### config.mk
export PLATFORM = sky130hd
export DESIGN_NAME = muldiv_ctrl
export DESIGN_NICKNAME = d
export VERILOG_FILES = /design/src/rtl/muldiv_pkg.sv /design/src/rtl/muldiv_wait_counter.sv /design/src/rtl/muldiv_ctrl.sv
export SDC_FILE = /design/constraint.sdc
export NUM_CORES = 1
export LEC_CHECK = 0
export ABC_AREA = 1
export CAP_MARGIN = 20
export CORE_MARGIN = 1.5
export CORE_UTILIZATION = 36
export CTS_CLUSTER_DIAMETER = 60
export DETAILED_ROUTE_END_ITERATION = 8
export GPL_ROUTABILITY_DRIVEN = 1
export PLACE_DENSITY_LB_ADDON = 0.3
export SLEW_MARGIN = 20
export SYNTH_ARGS = -nofsm -noshare
export SYNTH_HDL_FRONTEND = slang
export SYNTH_SLANG_ARGS = --single-unit
### constraint.sdc
create_clock -name clk -period 1.85 [get_ports clk]
set_input_delay 0.37 -clock clk [delete_from_list [all_inputs] [get_ports clk]]
set_output_delay 0.37 -clock clk [all_outputs]
set_load 0.01 [all_outputs]
### src/rtl/muldiv_pkg.sv
// muldiv_pkg: shared definitions for the MULT/DIV sequencing controller.
//   state_e            - controller state encoding
//   op_e               - latched operation (MULT=0, DIV=1)
//   TIMEOUT_CYCLES_DEF - default WAIT-state cycle budget before a hang abort
//   cnt_width()        - wait-counter width needed for a given budget
package muldiv_pkg;

    typedef enum logic [2:0] {
        ST_IDLE  = 3'd0,
        ST_START = 3'd1,
        ST_WAIT  = 3'd2,
        ST_WRITE = 3'd3,
        ST_DONE  = 3'd4,
        ST_EXC   = 3'd5
    } state_e;

    typedef enum logic {
        OP_MULT = 1'b0,
        OP_DIV  = 1'b1
    } op_e;

    localparam int unsigned TIMEOUT_CYCLES_DEF = 64;

    function automatic int unsigned cnt_width(input int unsigned n);
        return (n > 1) ? $clog2(n) : 1;
    endfunction

endpackage

### src/rtl/muldiv_wait_counter.sv
// wait_counter: cycle counter for the controller's WAIT state.
//   clk     - system clock, rising edge
//   reset   - asynchronous active-low reset
//   clear   - synchronous clear (held while not waiting)
//   enable  - count one per cycle
//   limit   - terminal count
//   expired - count has reached limit (holds there)
module wait_counter #(
    parameter int unsigned WIDTH = 6
) (
    input  logic             clk,
    input  logic             reset,
    input  logic             clear,
    input  logic             enable,
    input  logic [WIDTH-1:0] limit,
    output logic             expired
);

    logic [WIDTH-1:0] r_count;

    always_ff @(posedge clk or negedge reset) begin
        if (!reset) begin
            r_count <= '0;
        end else if (clear) begin
            r_count <= '0;
        end else if (enable && !expired) begin
            r_count <= r_count + 1'b1;
        end
    end

    assign expired = (r_count == limit);

endmodule

### src/rtl/muldiv_ctrl.sv
// muldiv_ctrl: sequences one MULT or DIV through an external unit and
// loads HI/LO with its result.
//   clk, reset            - clock (rising edge), async active-low reset
//   req_mult, req_div     - operation requests (MULT wins if both)
//   abort                 - flush; returns to IDLE, suppresses any write
//   divisor               - DIV operand B, checked for zero at accept
//   mult_ready, div_ready - result-valid from the external units
//   mult_start, div_start - one-cycle unit start pulses
//   hi_wr, lo_wr, hilo_sel- HI/LO load strobes and source select (1 = divider)
//   busy                  - operation in flight (START/WAIT/WRITE)
//   done, div_zero, timeout - one-cycle completion / exception pulses
// All outputs are flops; nothing combinational reaches a port.
module muldiv_ctrl
    import muldiv_pkg::*;
#(
    parameter int unsigned TIMEOUT_CYCLES = TIMEOUT_CYCLES_DEF
) (
    input  logic        clk,
    input  logic        reset,
    input  logic        req_mult,
    input  logic        req_div,
    input  logic        abort,
    input  logic [31:0] divisor,
    input  logic        mult_ready,
    input  logic        div_ready,
    output logic        mult_start,
    output logic        div_start,
    output logic        hi_wr,
    output logic        lo_wr,
    output logic        hilo_sel,
    output logic        busy,
    output logic        done,
    output logic        div_zero,
    output logic        timeout
);

    localparam int unsigned CNT_W = cnt_width(TIMEOUT_CYCLES);

    state_e           r_state;
    op_e              r_op;
    logic             r_mult_start;
    logic             r_div_start;
    logic             r_hi_wr;
    logic             r_lo_wr;
    logic             r_hilo_sel;
    logic             r_busy;
    logic             r_done;
    logic             r_div_zero;
    logic             r_timeout;

    logic             w_cnt_clear;
    logic             w_cnt_en;
    logic             w_expired;
    logic             w_sel_ready;
    logic [CNT_W-1:0] w_limit;

    assign w_limit     = CNT_W'(TIMEOUT_CYCLES - 1);
    // Counter is held at zero outside WAIT, so it reads 0 on the first WAIT cycle.
    assign w_cnt_clear = (r_state != ST_WAIT);
    assign w_cnt_en    = (r_state == ST_WAIT);
    assign w_sel_ready = (r_op == OP_DIV) ? div_ready : mult_ready;

    wait_counter #(
        .WIDTH(CNT_W)
    ) u_wait_counter (
        .clk    (clk),
        .reset  (reset),
        .clear  (w_cnt_clear),
        .enable (w_cnt_en),
        .limit  (w_limit),
        .expired(w_expired)
    );

    // Outputs are registered alongside the transition into the state that
    // owns them, so each pulse is visible exactly while that state is held.
    always_ff @(posedge clk or negedge reset) begin
        if (!reset) begin
            r_state      <= ST_IDLE;
            r_op         <= OP_MULT;
            r_mult_start <= 1'b0;
            r_div_start  <= 1'b0;
            r_hi_wr      <= 1'b0;
            r_lo_wr      <= 1'b0;
            r_hilo_sel   <= 1'b0;
            r_busy       <= 1'b0;
            r_done       <= 1'b0;
            r_div_zero   <= 1'b0;
            r_timeout    <= 1'b0;
        end else begin
            r_mult_start <= 1'b0;
            r_div_start  <= 1'b0;
            r_hi_wr      <= 1'b0;
            r_lo_wr      <= 1'b0;
            r_done       <= 1'b0;
            r_div_zero   <= 1'b0;
            r_timeout    <= 1'b0;

            if (abort) begin
                r_state    <= ST_IDLE;
                r_busy     <= 1'b0;
                r_hilo_sel <= 1'b0;
            end else begin
                case (r_state)
                    ST_IDLE: begin
                        if (req_mult) begin
                            r_op         <= OP_MULT;
                            r_state      <= ST_START;
                            r_mult_start <= 1'b1;
                            r_busy       <= 1'b1;
                            r_hilo_sel   <= 1'b0;
                        end else if (req_div) begin
                            if (divisor == '0) begin
                                r_state    <= ST_EXC;
                                r_div_zero <= 1'b1;
                            end else begin
                                r_op        <= OP_DIV;
                                r_state     <= ST_START;
                                r_div_start <= 1'b1;
                                r_busy      <= 1'b1;
                                r_hilo_sel  <= 1'b1;
                            end
                        end
                    end
                    ST_START: begin
                        r_state <= ST_WAIT;
                    end
                    ST_WAIT: begin
                        // Ready on the limit cycle still wins over the timeout.
                        if (w_sel_ready) begin
                            r_state <= ST_WRITE;
                            r_hi_wr <= 1'b1;
                            r_lo_wr <= 1'b1;
                        end else if (w_expired) begin
                            r_state    <= ST_IDLE;
                            r_timeout  <= 1'b1;
                            r_busy     <= 1'b0;
                            r_hilo_sel <= 1'b0;
                        end
                    end
                    ST_WRITE: begin
                        r_state <= ST_DONE;
                        r_done  <= 1'b1;
                        r_busy  <= 1'b0;
                    end
                    ST_DONE: begin
                        r_state    <= ST_IDLE;
                        r_hilo_sel <= 1'b0;
                    end
                    ST_EXC: begin
                        r_state <= ST_IDLE;
                    end
                    default: begin
                        r_state    <= ST_IDLE;
                        r_busy     <= 1'b0;
                        r_hilo_sel <= 1'b0;
                    end
                endcase
            end
        end
    end

    assign mult_start = r_mult_start;
    assign div_start  = r_div_start;
    assign hi_wr      = r_hi_wr;
    assign lo_wr      = r_lo_wr;
    assign hilo_sel   = r_hilo_sel;
    assign busy       = r_busy;
    assign done       = r_done;
    assign div_zero   = r_div_zero;
    assign timeout    = r_timeout;

endmodule

* Word level (Yosys, flattened, before mapping)
Cells that the tools add are included.
** Operators by class
- Div/mod/pow operators :: 0
- Bitwise logic cells :: 1
- Add/subtract/negate cells :: 1
- Reductions and logical operators :: 12
- Multipliers :: 0
- Equal/unequal tests :: 15
- Shifts and indexed selects :: 0
- Order comparisons :: 0
- Mux-type cells :: 42
** Operator list (number)
- 32-bit zero test :: 1
- 1-bit 2-to-1 mux :: 31
- 3-bit 2-to-1 mux :: 6
- 6-bit 2-to-1 mux :: 2
- 4-bit != test (second input constant) :: 3
- 3-bit one-hot mux with 4 select lines :: 1
- 5-bit AND reduction :: 2
- 6-bit by 1-bit adder with 6-bit output (second input constant) :: 1
- 3-bit by 2-bit == test with 1-bit output (second input constant) :: 2
- 3-bit == test (second input constant) :: 2
- 6-bit == test (second input constant) :: 1
- 3-bit != test (second input constant) :: 2
- 1-bit one-hot mux with 3 select lines :: 2
- 3-bit OR reduction :: 2
- 2-bit by 1-bit != test with 1-bit output (second input constant) :: 2
- 4-bit AND reduction :: 1
- 2-bit nonzero test :: 2
- 3-bit by 1-bit == test with 1-bit output (second input constant) :: 1
- 3-bit zero test :: 1
- 3-bit by 2-bit != test with 1-bit output (second input constant) :: 1
- 2-bit != test (second input constant) :: 1
- 2-bit AND reduction :: 1
- 1-bit logical AND :: 1
- 1-bit zero test :: 1
- 1-bit NOT :: 1
** Storage, ports and cells
- Output and inout bits :: 9
- Bits in latches :: 0
- Memories kept :: 0
- Bits of input ports :: 39
- Bits in writable memories :: 0
- Bits in registers :: 18
- Memory bits (read-only) :: 0

* Depth between registers and ports, before layout
Gate-level depths: netlist of the first run.
- Depth in word-level cells :: 6
- Gate-level depth with buffers :: 10
- Depth with buffers taken out :: 10

* By module
From an unflattened synthesis of the first run, not the netlist that was laid out.
** Unflattened totals
- Cells, all modules :: 181
- Area total of the unflattened synthesis :: 1266.2 um2
** By module, submodules not included
- muldiv_ctrl :: cells each 103, area an instance 762.0 um2, times used 1, seq. area each 300.3 um2
- wait_counter :: cells each 78, area an instance 504.2 um2, times used 1, seq. area each 150.1 um2

* Least setup slack after synthesis of the first run
Ideal clock, no wire load.
- Path kind :: register to register
- From :: register u_wait_counter.r_count[0]
- To :: register r_busy, in the netlist busy
- Period minus slack after synthesis :: 1.316 ns
- Arrival time :: 1.199 ns
- Cell stages (with the launch flop) :: 11
- Library setup time :: 0.117 ns
- Slack :: 0.534 ns
- Cells stage by stage :: dfrtp_1 -> ha_1 -> nand3_2 -> nor2_1 -> nand2_1 -> nand2_1 -> nand2_1 -> nand2_1 -> nand3_1 -> nand2_1 -> nand2_1
** On the way
- Cells in the longest elaborated chain, start to end :: 3
** RTL lines
- start, declared :: line muldiv_wait_counter.sv:19 : logic [WIDTH-1:0] r_count;
- start signal, assigned :: line muldiv_wait_counter.sv:27 : r_count <= r_count + 1'b1;
- 6-bit == test :: line muldiv_wait_counter.sv:31 : assign expired = (r_count == limit);
- 3-bit != test (no source line)
- 5-bit AND reduction (no source line)
- end signal, assigned :: line muldiv_ctrl.sv:85 : r_busy <= 1'b0;
- end signal, assigned :: line muldiv_ctrl.sv:100 : r_busy <= 1'b0;
- end signal, assigned :: line muldiv_ctrl.sv:109 : r_busy <= 1'b1;
- end, declared :: line muldiv_ctrl.sv:46 : logic r_busy;
Every way passes these cells.
A chain may end at the register's enable or synchronous reset.

* Final worst setup path of the first run
- From :: register r_busy, in the netlist busy
- To :: output busy
** RTL lines
- end, declared :: line muldiv_ctrl.sv:31 : output logic busy,
No word-level cell between the ends.

==> results.py, run 1 <==
metrics = {
    "status": {
        "outcome": "finished clean",
    },
    "timing": {
        "grt_setup_unrepaired": "no",
        "slew_headroom": 0.808,
        "fmax_mhz": 638,
        "drv_slew": 0,
        "finalCritPeriodShare": 0.848,
        "final-setup-viol-count": 0,
        "whs_ns": 0.390,
        "skew_ns": 0.00413,
        "finalCriticalPeriod_ns": 1.57,
        "finalHoldViolations": 0,
        "max_slew.worst_pin.slew_ns": 0.288,
        "tns_ns": 0,
    },
    "global_route": {
        "top_usage_layer": "met2",
        "grt_usage": 0.164,
        "gr-usage-met2": 0.314,
        "overflow": 0,
        "grt_pass1_wl_um": 4030,
        "met3_usage": 0.0438,
        "antenna_found_initial": 0,
        "grt_pass1_vias": 1014,
        "grt_max_degree": 19,
        "grtUsageMet1": 0.162,
    },
    "floorplan": {
        "die_y_um": 56.4,
        "initial_core_util": 0.375,
        "die_area_mm2": 0.00318,
        "design.core.area_mm2": 0.00273,
        "row_count": 19,
        "dieWidth_um": 56.4,
        "io_pins": 48,
    },
    "final_layout": {
        "drive_gt1_frac": 0.130,
        "nets": 226,
        "final_cell_mix": "47 x clkdlybuf4s50_1, 33 x nor2_1, 30 x nand2_1",
        "n_antenna_cell": 0,
        "final_common_cell": "clkdlybuf4s50_1",
        "area_growth_pct": 54.0,
        "stdcell_area_mm2": 0.00158,
        "regArea_um2": 450,
        "stdcell_count": 216,
        "final_util": 0.577,
        "multi_input_area_um2": 515,
        "fill_cells": 242,
    },
    "power": {
        "total_leakage_power_nw": 0.702,
        "p_per_area_mw_per_mm2": 869,
        "ir_drop_uv": 536,
    },
    "route": {
        "ant_nets": 0,
        "routedWlPerCell_um": 10.9,
        "drtPass1Iterations": 6,
        "via_per_inst": 4.67,
        "num_vias": 1008,
        "wirelength_um": 2350,
        "drc": 0,
        "dr.first_iter.drc_count": 25,
    },
    "placement": {
        "io_buffers": 47,
        "post-dp-hpwl_um": 2000,
        "dpl-instance-area_mm2": 0.00154,
        "dpl.cell_count": 212,
        "globalplace.congestion": 0.806,
    },
    "worst_setup_path": {
        "crit_path_end_kind": "primary output",
        "worstPathCellList": "clkdlybuf4s50_1",
        "worstSetupPathType": "reg2out",
        "cp_top_family": "buffers and inverters",
        "cp_max_fo": 2,
        "required_ns": 1.48,
        "cpPeakStageDelay_ns": 0.54,
        "slowest_stage": "clkdlybuf4s50_1",
        "cp.arrival_ns": 1.20,
        "startpoint_type": "register",
        "critPathBufInv": 1,
    },
    "cts": {
        "clockRootBuffer": "clkbuf_4",
        "path_clk_slew_ns": 0.10,
        "post_cts_buffers": 0,
        "clock-sinks": 18,
        "clock_path_buffers": 2,
        "ctsHoldBuffers": 0,
        "insertion_delay_ns": 0.30,
        "cts_buffers": 3,
        "post_cts_resized": 0,
        "cts_tree": "yes",
        "cts_max_level": 1,
    },
    "synthesis": {
        "synth.net_count": 173,
        "yosys_warnings": 0,
        "synthCells": 133,
        "synth-seq-area-share": 0.440,
        "synth_area_mm2": 0.00102,
        "avgSynthCellArea_um2": 7.70,
        "synthDistinctLibCells": 27,
        "ys_ff_latch": 18,
    },
    "worst_hold_path": {
        "hold_path.class": "in2async",
    },
    "run": {
        "cap_violations": 0,
    },
}
## power by group
group | switching [W] | internal (W) | total, W
Clock | 0.000126 | 0.000120 | 0.000246
Sequential | 0.0000657 | 0.000467 | 0.000532
Combinational | 0.000316 | 0.000277 | 0.000594
## cell usage after synthesis, drive strengths merged
cell type / n / area [um^2]
nand4: 2 / 18.8
ha: 1 / 12.5
nor3: 3 / 26.3
inv: 12 / 47.6
dfrtp: 18 / 450
a21oi: 10 / 53.8
buf: 1 / 7.51
clkinv: 1 / 3.75
o21ai: 3 / 15.0
nor2: 37 / 173
xnor2: 1 / 8.76
nand3: 7 / 40.0
nand3b: 1 / 7.51
xor2: 2 / 17.5
nand2: 34 / 143
## through the flow
stage          setup slack, ns  power (W)
2_1_floorplan            0.534   0.000921
3_3_place_gp             0.158    0.00113
3_5_place_dp            0.0771    0.00114
4_1_cts                  0.256    0.00139
5_1_grt                  0.181    0.00147
6_report                 0.282    0.00137
## routing by layer
layer / share of wire / wire length (um)
met5: 0 / 0
met4: 0.0081 / 19
met3: 0.060 / 142
met2: 0.56 / 1310
met1: 0.37 / 877
## kinds of logic after synthesis
group | share of synthesized area
AND/OR/NAND/NOR | 0.398
flip-flops | 0.440
buffers and inverters | 0.0574
AO/OA/AOI/OAI | 0.0671
XOR/XNOR | 0.0256
adder cells (fa/ha/maj) | 0.0122
## cell type report
type                    count  area share
multi-input cells         101       0.327
repair buffers             49       0.308
inverters                  13      0.0325
flip-flops and latches     18       0.285
clock buffers               4      0.0230
well taps                  31      0.0246
## sequential cells by signal, summed over array words and instances, names as in the netlist
name / flops
u_wait_counter.r_count: 6
r_state: 3
busy: 1
div_start: 1
div_zero: 1
done: 1
hilo_sel: 1
lo_wr: 1
mult_start: 1
r_op: 1
timeout: 1
## final timing paths
check,startpoint,cells past startpoint,end,slack (ns)
hold / removal,reset,2,lo_wr,0.39
setup reg to reg,u_wait_counter.r_count[0],10,hilo_sel,0.38
max in group asynchronous,reset,2,done,1.27
min in group clk,busy,2,busy,0.49
hold reg to reg,busy,2,busy,0.49
setup / recovery,busy,1,busy,0.28
Power figures use the tool's default switching activity.
==> run 2: changes to the inputs <==
clock period = 1.45 ns   (was 1.85 ns; I/O delays follow)
==> results.py, run 2 (synthesis results as in run 1) <==
metrics = {
    "final_layout": {
        "nets": 234,
        "regMostFlops": "u_wait_counter.r_count",
        "n_antenna_cell": 0,
        "final_common_cell": "clkdlybuf4s50_1",
        "largest_reg_flops": 6,
        "final_util": 0.605,
        "final_cell_mix": "38 x clkdlybuf4s50_1, 30 x nand2_1, 30 x nor2_1",
        "drive_gt1_frac": 0.182,
        "top_regs": "u_wait_counter.r_count (6), r_state (3)",
        "area_growth_pct": 61.3,
    },
    "timing": {
        "finalCriticalPeriod_ns": 1.32,
        "max_slew.worst_pin.slew_ns": 0.270,
        "slew_headroom": 0.820,
        "finalHoldViolations": 0,
        "final-setup-viol-count": 0,
        "drv_slew": 0,
        "finalCritPeriodShare": 0.911,
        "setup_slack_ns": 0.129,
        "skew_ns": 0.00141,
        "tns_ns": 0,
        "grt_setup_unrepaired": "no",
        "fmax_mhz": 757,
    },
    "floorplan": {
        "dieWidth_um": 56.4,
        "initial_core_util": 0.375,
        "row_count": 19,
        "design.core.area_mm2": 0.00273,
        "io_pins": 48,
        "die_y_um": 56.4,
        "die_area_mm2": 0.00318,
    },
    "power": {
        "p_sw_w": 0.000660,
        "pwr-share-seq": 0.389,
        "total_leakage_power_nw": 0.797,
        "p_int_w": 0.00107,
        "combPwrFrac": 0.466,
        "p_per_area_mw_per_mm2": 1050,
        "ir_drop_uv": 820,
        "power.share.switching": 0.382,
        "clockPowerShare": 0.144,
        "total_power_w": 0.00173,
    },
    "cts": {
        "clock-sinks": 18,
        "path_clk_slew_ns": 0.10,
        "ctsHoldBuffers": 0,
        "cts_tree": "yes",
        "clockRootBuffer": "clkbuf_4",
        "cts_max_level": 1,
        "insertion_delay_ns": 0.29,
        "cts_buffers": 3,
        "clock_path_buffers": 2,
    },
    "global_route": {
        "grt_max_degree": 19,
        "grt_pass1_wl_um": 4230,
        "antenna_found_initial": 0,
        "overflow": 0,
        "grt_pass1_vias": 1055,
        "grt_usage": 0.168,
    },
    "worst_setup_path": {
        "crit_path_end_kind": "register",
        "worstPathCellList": "ha_4 -> nand3_4 -> nor2_4 -> nand2_1 -> nand2_1 -> nand2_1 -> nand2_1 -> nand3_1 -> nand2_1 -> nand2_1",
        "r2r_cells": 10,
        "r2r_setup_slack_ns": 0.13,
        "r2r-end": "hilo_sel",
        "r2r-start": "u_wait_counter.r_count[1]",
        "slowest_stage": "dfrtp_1",
        "cp_top_family": "simple AND/OR/NAND/NOR gates",
        "required_ns": 1.64,
        "worstSetupPathType": "reg2reg",
        "crit_top_cell": "nand2_1",
        "cp.arrival_ns": 1.51,
        "cp_max_fo": 3,
        "critPathBufInv": 0,
        "cpPeakStageDelay_ns": 0.40,
        "startpoint_type": "register",
    },
    "placement": {
        "post-dp-hpwl_um": 2050,
        "dpl_worst_slack_ns": -0.203,
        "io_buffers": 47,
        "globalplace.congestion": 0.804,
    },
    "status": {
        "outcome": "finished clean",
    },
    "route": {
        "num_vias": 1051,
        "ant_nets": 0,
        "drtPass1Iterations": 4,
        "wirelength_um": 2490,
        "via_per_inst": 4.71,
        "routedWlPerCell_um": 11.1,
        "drc": 0,
        "dr.first_iter.drc_count": 11,
    },
    "run": {
        "cap_violations": 0,
    },
    "worst_hold_path": {
        "hold_path.class": "in2async",
    },
}
## run 2: cell types whose count changed in the layout (fill, tap and decap cells not counted), moves of 2 or more
cell	before	now
clkdlybuf4s50_1	47	38
dlygate4sd2_1	0	7
nor2_2	1	3
buf_4	2	10
dlymetal6s2s_1	0	2
nor2_1	33	30
## run 2: layout make-up
type	instances	area, um^2
Clock buffer	3	22.5
Inverter	13	51.3
Multi-Input combinational cell	101	548
Timing Repair Buffer	57	542
Fill cell	260	1080
Sequential cell	18	450
Tap cell	31	38.8
## run 2: per-layer routing
metal	global-route usage	routed length, um
met1	0.180	1010
met2	0.323	1330
met3	0.0369	117
met4	0.0510	25
met5	0	0
## run 2: metrics by stage
| step | instances | hold slack [ns] | area, um^2 |
|---|---|---|---|
| 2_1_floorplan | 133 | -0.00559 | 1020 |
| 3_3_place_gp | 219 | 0.470 | 1590 |
| 3_5_place_dp | 219 | 0.478 | 1590 |
| 4_1_cts | 222 | 0.331 | 1610 |
| 5_1_grt | 223 | 0.347 | 1650 |
| 6_report | 223 | 0.325 | 1650 |
## run 2: power groups by stage
| stage | combinational (W) | sequential, W | clock, W |
|---|---|---|---|
| floorplan | 0.000484 | 0.000691 | 0 |
| global placement | 0.000802 | 0.000678 | 0 |
| detailed placement | 0.000817 | 0.000681 | 0 |
| CTS | 0.000802 | 0.000670 | 0.000249 |
| global route | 0.000891 | 0.000689 | 0.000277 |
| finish | 0.000807 | 0.000673 | 0.000249 |
## run 2: worst max path at each step
stage	startpoint	endpoint	slack [ns]	cells after the start
floorplan	u_wait_counter.r_count[0]	busy	0.13	10
global placement	divisor[16]	hilo_sel	-0.17	11
detailed placement	divisor[21]	hilo_sel	-0.20	11
CTS	div_start	div_start	0.001	1
global route	r_state[2]	r_state[2]	0.008	8
finish	u_wait_counter.r_count[1]	hilo_sel	0.13	10
## run 2: repair_timing
action	in CTS	in global routing
gates resized for setup	7	9
endpoints found under the setup margin	7	8
setup buffers	0	1
pin swaps	0	1
## run 2: worst register-to-register path: cells and delay by family (launching register included)
family	cells	cell delay (ns)
simple gates	9	0.66
flops	1	0.40
fa+ha+maj	1	0.16
